File: src/rtl/adex_param_sequencer.sv
// Host-side sequencer that replays the AdEx nibble-loader protocol from a local
// shadow copy of the neuron parameters, then waits for the loader to report ready.
module adex_param_sequencer #(
  parameter int unsigned NUM_PARAMS    = 8,
  parameter int unsigned PULSE_HIGH    = 2,
  parameter int unsigned PULSE_LOW     = 2,
  parameter int unsigned SETUP_CYCLES  = 2,
  parameter logic [3:0]  FOOTER_NIB    = 4'hF,
  parameter int unsigned READY_TIMEOUT = 16
) (
  input  logic       clk,
  input  logic       reset,
  input  logic       param_we,
  input  logic [2:0] param_waddr,
  input  logic [7:0] param_wdata,
  input  logic       start,
  input  logic       target_ready,
  output logic       load_mode,
  output logic       load_enable,
  output logic [3:0] nibble_out,
  output logic       busy,
  output logic       done,
  output logic       error
);

  localparam int unsigned NumPulses = 2 * NUM_PARAMS + 2;
  localparam int unsigned KW        = $clog2(NumPulses);
  localparam int unsigned IW        = $clog2(NUM_PARAMS);

  typedef enum logic [2:0] {StIdle, StRelease, StSetup, StPulseH, StPulseL, StWaitRdy} state_e;

  state_e          state_q, state_d;
  logic [7:0]      cnt_q, cnt_d;
  logic [KW-1:0]   k_q, k_d;
  logic            lm_q, lm_d, le_q, le_d, done_q, done_d, err_q, err_d;
  logic [3:0]      nib_q, nib_d;
  logic [7:0]      shadow_q [NUM_PARAMS];

  logic [KW-1:0]   k_nib, k_dec;
  logic [IW-1:0]   byte_idx;
  logic [7:0]      byte_sel;
  logic [3:0]      nib_next;

  function automatic logic [7:0] default_param(input int unsigned idx);
    case (idx)
      0:       default_param = 8'd130;
      1:       default_param = 8'd228;
      2:       default_param = 8'd130;
      3:       default_param = 8'd168;
      4:       default_param = 8'd63;
      5:       default_param = 8'd78;
      6:       default_param = 8'd200;
      7:       default_param = 8'd100;
      default: default_param = 8'd0;
    endcase
  endfunction

  // Nibble for the pulse about to start: header, data MSB-nibble first, footer.
  always_comb begin
    k_nib    = (state_q == StPulseL) ? k_q + KW'(1) : '0;
    k_dec    = k_nib - KW'(1);
    byte_idx = IW'(k_dec >> 1);
    byte_sel = shadow_q[byte_idx];
    if (k_nib == '0) begin
      nib_next = 4'h0;
    end else if (k_nib == KW'(NumPulses - 1)) begin
      nib_next = FOOTER_NIB;
    end else if (k_nib[0]) begin
      nib_next = byte_sel[7:4];
    end else begin
      nib_next = byte_sel[3:0];
    end
  end

  always_comb begin
    state_d = state_q;
    cnt_d   = cnt_q;
    k_d     = k_q;
    lm_d    = lm_q;
    le_d    = le_q;
    nib_d   = nib_q;
    err_d   = err_q;
    done_d  = 1'b0;
    unique case (state_q)
      StIdle: begin
        if (start) begin
          err_d = 1'b0;
          cnt_d = '0;
          k_d   = '0;
          // Dropping load_mode first sends a loader still holding ready back to IDLE.
          if (lm_q) begin
            state_d = StRelease;
            lm_d    = 1'b0;
          end else begin
            state_d = StSetup;
            lm_d    = 1'b1;
          end
        end
      end
      StRelease: begin
        if (cnt_q == 8'd1) begin
          cnt_d   = '0;
          state_d = StSetup;
          lm_d    = 1'b1;
        end else begin
          cnt_d = cnt_q + 8'd1;
        end
      end
      StSetup: begin
        if (cnt_q == 8'(SETUP_CYCLES - 1)) begin
          cnt_d   = '0;
          state_d = StPulseH;
          le_d    = 1'b1;
          nib_d   = nib_next;
        end else begin
          cnt_d = cnt_q + 8'd1;
        end
      end
      StPulseH: begin
        if (cnt_q == 8'(PULSE_HIGH - 1)) begin
          cnt_d   = '0;
          state_d = StPulseL;
          le_d    = 1'b0;
        end else begin
          cnt_d = cnt_q + 8'd1;
        end
      end
      StPulseL: begin
        if (cnt_q == 8'(PULSE_LOW - 1)) begin
          cnt_d = '0;
          if (k_q == KW'(NumPulses - 1)) begin
            state_d = StWaitRdy;
          end else begin
            k_d     = k_q + KW'(1);
            state_d = StPulseH;
            le_d    = 1'b1;
            nib_d   = nib_next;
          end
        end else begin
          cnt_d = cnt_q + 8'd1;
        end
      end
      StWaitRdy: begin
        if (done_q) begin
          state_d = StIdle;
        end else if (target_ready) begin
          done_d = 1'b1;
        end else if (cnt_q == 8'(READY_TIMEOUT - 1)) begin
          cnt_d   = '0;
          err_d   = 1'b1;
          lm_d    = 1'b0;
          state_d = StIdle;
        end else begin
          cnt_d = cnt_q + 8'd1;
        end
      end
      default: state_d = StIdle;
    endcase
  end

  always_ff @(posedge clk or posedge reset) begin
    if (reset) begin
      state_q <= StIdle;
      cnt_q   <= '0;
      k_q     <= '0;
      lm_q    <= 1'b0;
      le_q    <= 1'b0;
      nib_q   <= '0;
      done_q  <= 1'b0;
      err_q   <= 1'b0;
      for (int unsigned i = 0; i < NUM_PARAMS; i++) begin
        shadow_q[i] <= default_param(i);
      end
    end else begin
      state_q <= state_d;
      cnt_q   <= cnt_d;
      k_q     <= k_d;
      lm_q    <= lm_d;
      le_q    <= le_d;
      nib_q   <= nib_d;
      done_q  <= done_d;
      err_q   <= err_d;
      if (param_we && state_q == StIdle) begin
        shadow_q[param_waddr] <= param_wdata;
      end
    end
  end

  assign load_mode   = lm_q;
  assign load_enable = le_q;
  assign nibble_out  = nib_q;
  assign busy        = (state_q != StIdle);
  assign done        = done_q;
  assign error       = err_q;

endmodule

File: config.mk
export PLATFORM = sky130hd
export DESIGN_NAME = adex_param_sequencer
export DESIGN_NICKNAME = d
export VERILOG_FILES = /design/src/rtl/adex_param_sequencer.sv
export SDC_FILE = /design/constraint.sdc
export NUM_CORES = 1
export LEC_CHECK = 0
export BUFFER_PORTS_ARGS = -buffer_cell sky130_fd_sc_hd__clkbuf_2
export CAP_MARGIN = 0
export CORE_ASPECT_RATIO = 0.9
export CORE_MARGIN = 10
export CORE_UTILIZATION = 35
export CTS_CLUSTER_SIZE = 8
export DETAILED_ROUTE_END_ITERATION = 8
export GPL_TIMING_DRIVEN = 0
export PLACE_DENSITY = 0.61
export SLEW_MARGIN = 20
export SYNTH_ARGS = -nofsm -noshare
export SYNTH_HDL_FRONTEND = slang
export SYNTH_SLANG_ARGS = --single-unit
File: constraint.sdc
create_clock -name clk -period 4.02 [get_ports clk]
set_input_delay 0 -clock clk [delete_from_list [all_inputs] [get_ports clk]]
set_output_delay 0 -clock clk [all_outputs]
set_load 0.05 [all_outputs]
==> impl_metrics.yaml <==
run_status:
  outcome: "completed"
detailed_routing:
  wl_mm: 10.6
  detail_route.wl_per_cell_um: 17.5
  dr.pass1.iters: 4
  ant_nets: 0
  viasPerCell: 5.34
  drt_iter0_drc: 182
  drc: 0
  vias: 3225
worst_setup_path:
  cp-end-kind: "flop"
  worst_ep_arrival_time_ps: 3550
  worst_r2r_endpoint: "nibble_out[3]$_DFFE_PP0P_"
  cp_max_fo: 10
  crit_path_end: "nibble_out[3]$_DFFE_PP0P_"
  reg2reg_from: "k_q[1]$_DFFE_PP0P_"
  required_ps: 4240
  rr_worst_depth: 9
  rrSetupSlack_ps: 690
  start_kind: "flop"
  crit_type: "flop to flop"
  startpoint: "k_q[1]$_DFFE_PP0P_"
place:
  dpl_cell_area_sq_mm: 0.00510
  io_buffers: 22
  gp_congestion: 0.809
  hpwl_mm: 7.49
yosys:
  synth_largest_area_cell: "dfrtp_1"
  synth_top_area_share_pct: 32.1
  yosysUniqueCellTypes: 66
  synth_flop_cell: "dfrtp_1"
  synth_edf_count: 0
  synthArstFlopShare_pct: 100
  synth_fp_nets: 417
  seq_area_frac_synth_pct: 47.1
  syn_area_sq_mm: 0.00475
  ys_ff_latch: 88
  synthTopCellsByArea: "dfrtp_1 (32%), mux2_2 (17%), dfstp_2 (15%)"
  postSynthAreaPerCell_sq_um: 12.0
  syn_inst: 395
  yosysWarnings: 0
layout:
  syn_to_final_growth_pct: 14.4
  final_cell_mix: "mux2_2 (71), dfrtp_1 (61), dfstp_2 (27), o21ai_0 (23), clkbuf_2 (22)"
  mostFrequentLayoutCell: "mux2_2"
  design_area_sq_mm: 0.00543
  nFillCells: 1262
  n_antenna_cell: 0
  multi_input_area_sq_mm: 0.00235
  final_util_pct: 40.8
  fin_nets: 453
  drive_gt1_share_pct: 40.1
  seq_area_sq_mm: 0.00224
sta:
  final-setup-viol-count: 0
  relSlewSlack_pct: 50.7
  skew_ps: 6.07
  tns_ps: 0
  timing.fmax_ghz: 0.300
  drv_slew: 0
  hold_violations: 0
  post-route-period-util_pct: 82.8
  worst_slew_pin_slew_ps: 739
  finalCriticalPeriod_ps: 3330
  rsz0062_at_grt: "false"
grt:
  grt_pass1_vias: 3384
  overflow: 0
  grt_pass1_wl_mm: 18.0
  antenna_found_initial: 0
  grt_start_max_net_pins: 57
  grtUsageTotal_pct: 12.1
clock_tree:
  cts_buffers: 9
  htree_levels: 3
  cts_setup_buffers: 0
  clk_pin_slew_ps: 70
  clock_latency_ps: 340
  cts_tree: "built"
  clkSinkCount: 88
  clockBufferDepth: 2
  cts_root_buf: "clkbuf_16"
power:
  combPwrFrac_pct: 37.5
  sw_frac_of_total_pct: 33.9
  p_leak_nw: 2.28
  vdd_drop_max_v: 0.000420
  clkPwrFrac_pct: 22.6
  seqPwrFrac_pct: 40.0
  p_sw_mw: 1.31
  p_int_mw: 2.57
  powerDensity_mw_per_mm2: 714
floorplan:
  fp.dieH_um: 131
  start_util_pct: 35.7
  die_width_um: 143
  pin_count: 25
  rows: 40
  die_area_sq_mm: 0.0186
  fp.coreArea_sq_mm: 0.0133
worst_hold_path:
  hold_class: "input port to flop"
flow_run:
  cap_violations: 0
==> power groups by stage <==
stage / clock [mW] / combinational [mW] / sequential [mW]
after floorplan: 0 / 1.11 / 1.56
after CTS: 0.898 / 1.47 / 1.55
after global routing: 0.937 / 1.62 / 1.60
after global placement: 0 / 1.41 / 1.54
after detailed placement: 0 / 1.46 / 1.56
final: 0.875 / 1.45 / 1.55
==> critical path: stages, from the launching register on <==
cell and delay (ps):
dfrtp_1 470, inv_1 120, ha_1 340, nand2b_1 210, ha_1 300, buf_2 230, buf_1 600, mux4_2 580
a211oi_1 270, o21ai_1 80
==> synth_stat cells, types with 6 or more instances <==
cell type	instances
mux2_2	71
dfrtp_1	61
dfstp_2	27
o21ai_0	23
nand2_1	20
nor2_1	19
mux2i_1	16
a21oi_1	14
inv_1	11
mux4_2	8
nand2b_1	8
nor2b_1	8
clkbuf_1	7
nand3_1	7
ha_1	6
==> final cells by class <==
type / count / area share, %
Multi-Input combinational cell: 277 / 43.3
Sequential cell: 88 / 41.1
Clock buffer: 11 / 4.65
Tap cell: 168 / 3.87
Timing Repair Buffer: 25 / 2.90
Buffer: 19 / 2.16
Clock inverter: 5 / 1.15
Inverter: 11 / 0.806
==> flip-flops by register name, indices dropped and copies added (netlist names) <==
name	cells
shadow_q	64
cnt_q	8
k_q	5
nibble_out	4
state_q	3
done	1
error	1
load_enable	1
load_mode	1
==> how the worst min path moves through the flow <==
stage | start | end | depth (start not counted)
detailed placement | reset | cnt_q[0]$_DFFE_PP0P_ | 2
CTS | param_wdata[2] | shadow_q[34]$_DFFE_PP0P_ | 2
floorplan | target_ready | done$_DFF_PP0_ | 1
global placement | target_ready | done$_DFF_PP0_ | 2
global route | param_wdata[2] | shadow_q[26]$_DFFE_PP1P_ | 2
finish | param_wdata[2] | shadow_q[34]$_DFFE_PP0P_ | 2
==> metrics by stage <==
stage	hold WS [ps]	setup slack [ps]	power [mW]	instances
finish	30.4	692	3.88	604
global route	46.4	437	4.15	604
CTS	25.7	615	3.91	604
detailed placement	48.8	629	3.02	586
global placement	245	702	2.95	585
floorplan	129	1240	2.67	395
==> timing repair <==
| item | 4_1_cts | 5_1_grt |
|---|---|---|
| resized for setup | 0 | 0 |
| hold endpoints to repair | 29 | 0 |
| hold buffers | 2 | 0 |
| endpoints found under the setup margin | 0 | 0 |
==> per-layer routing <==
metal	global-route usage (%)	vias to the layer above	wire (um)
met5	0	-	0
met4	2.91	0	53
met3	3.43	5	527
met2	19.0	55	5020
met1	16.3	1636	4960
li1	-	1529	-
==> cell families (layout without fill, tap and decap cells) <==
logic type,after synthesis,in the layout,synth area share [%]
xor+xnor,3,3,0.712
buf+inv,30,71,3.35
flops,88,88,47.1
mux,95,95,24.0
fa+ha+maj,6,6,1.58
simple gates,97,97,12.6
compound gates,76,76,10.7
No activity file was read; power rests on OpenSTA's default activity.
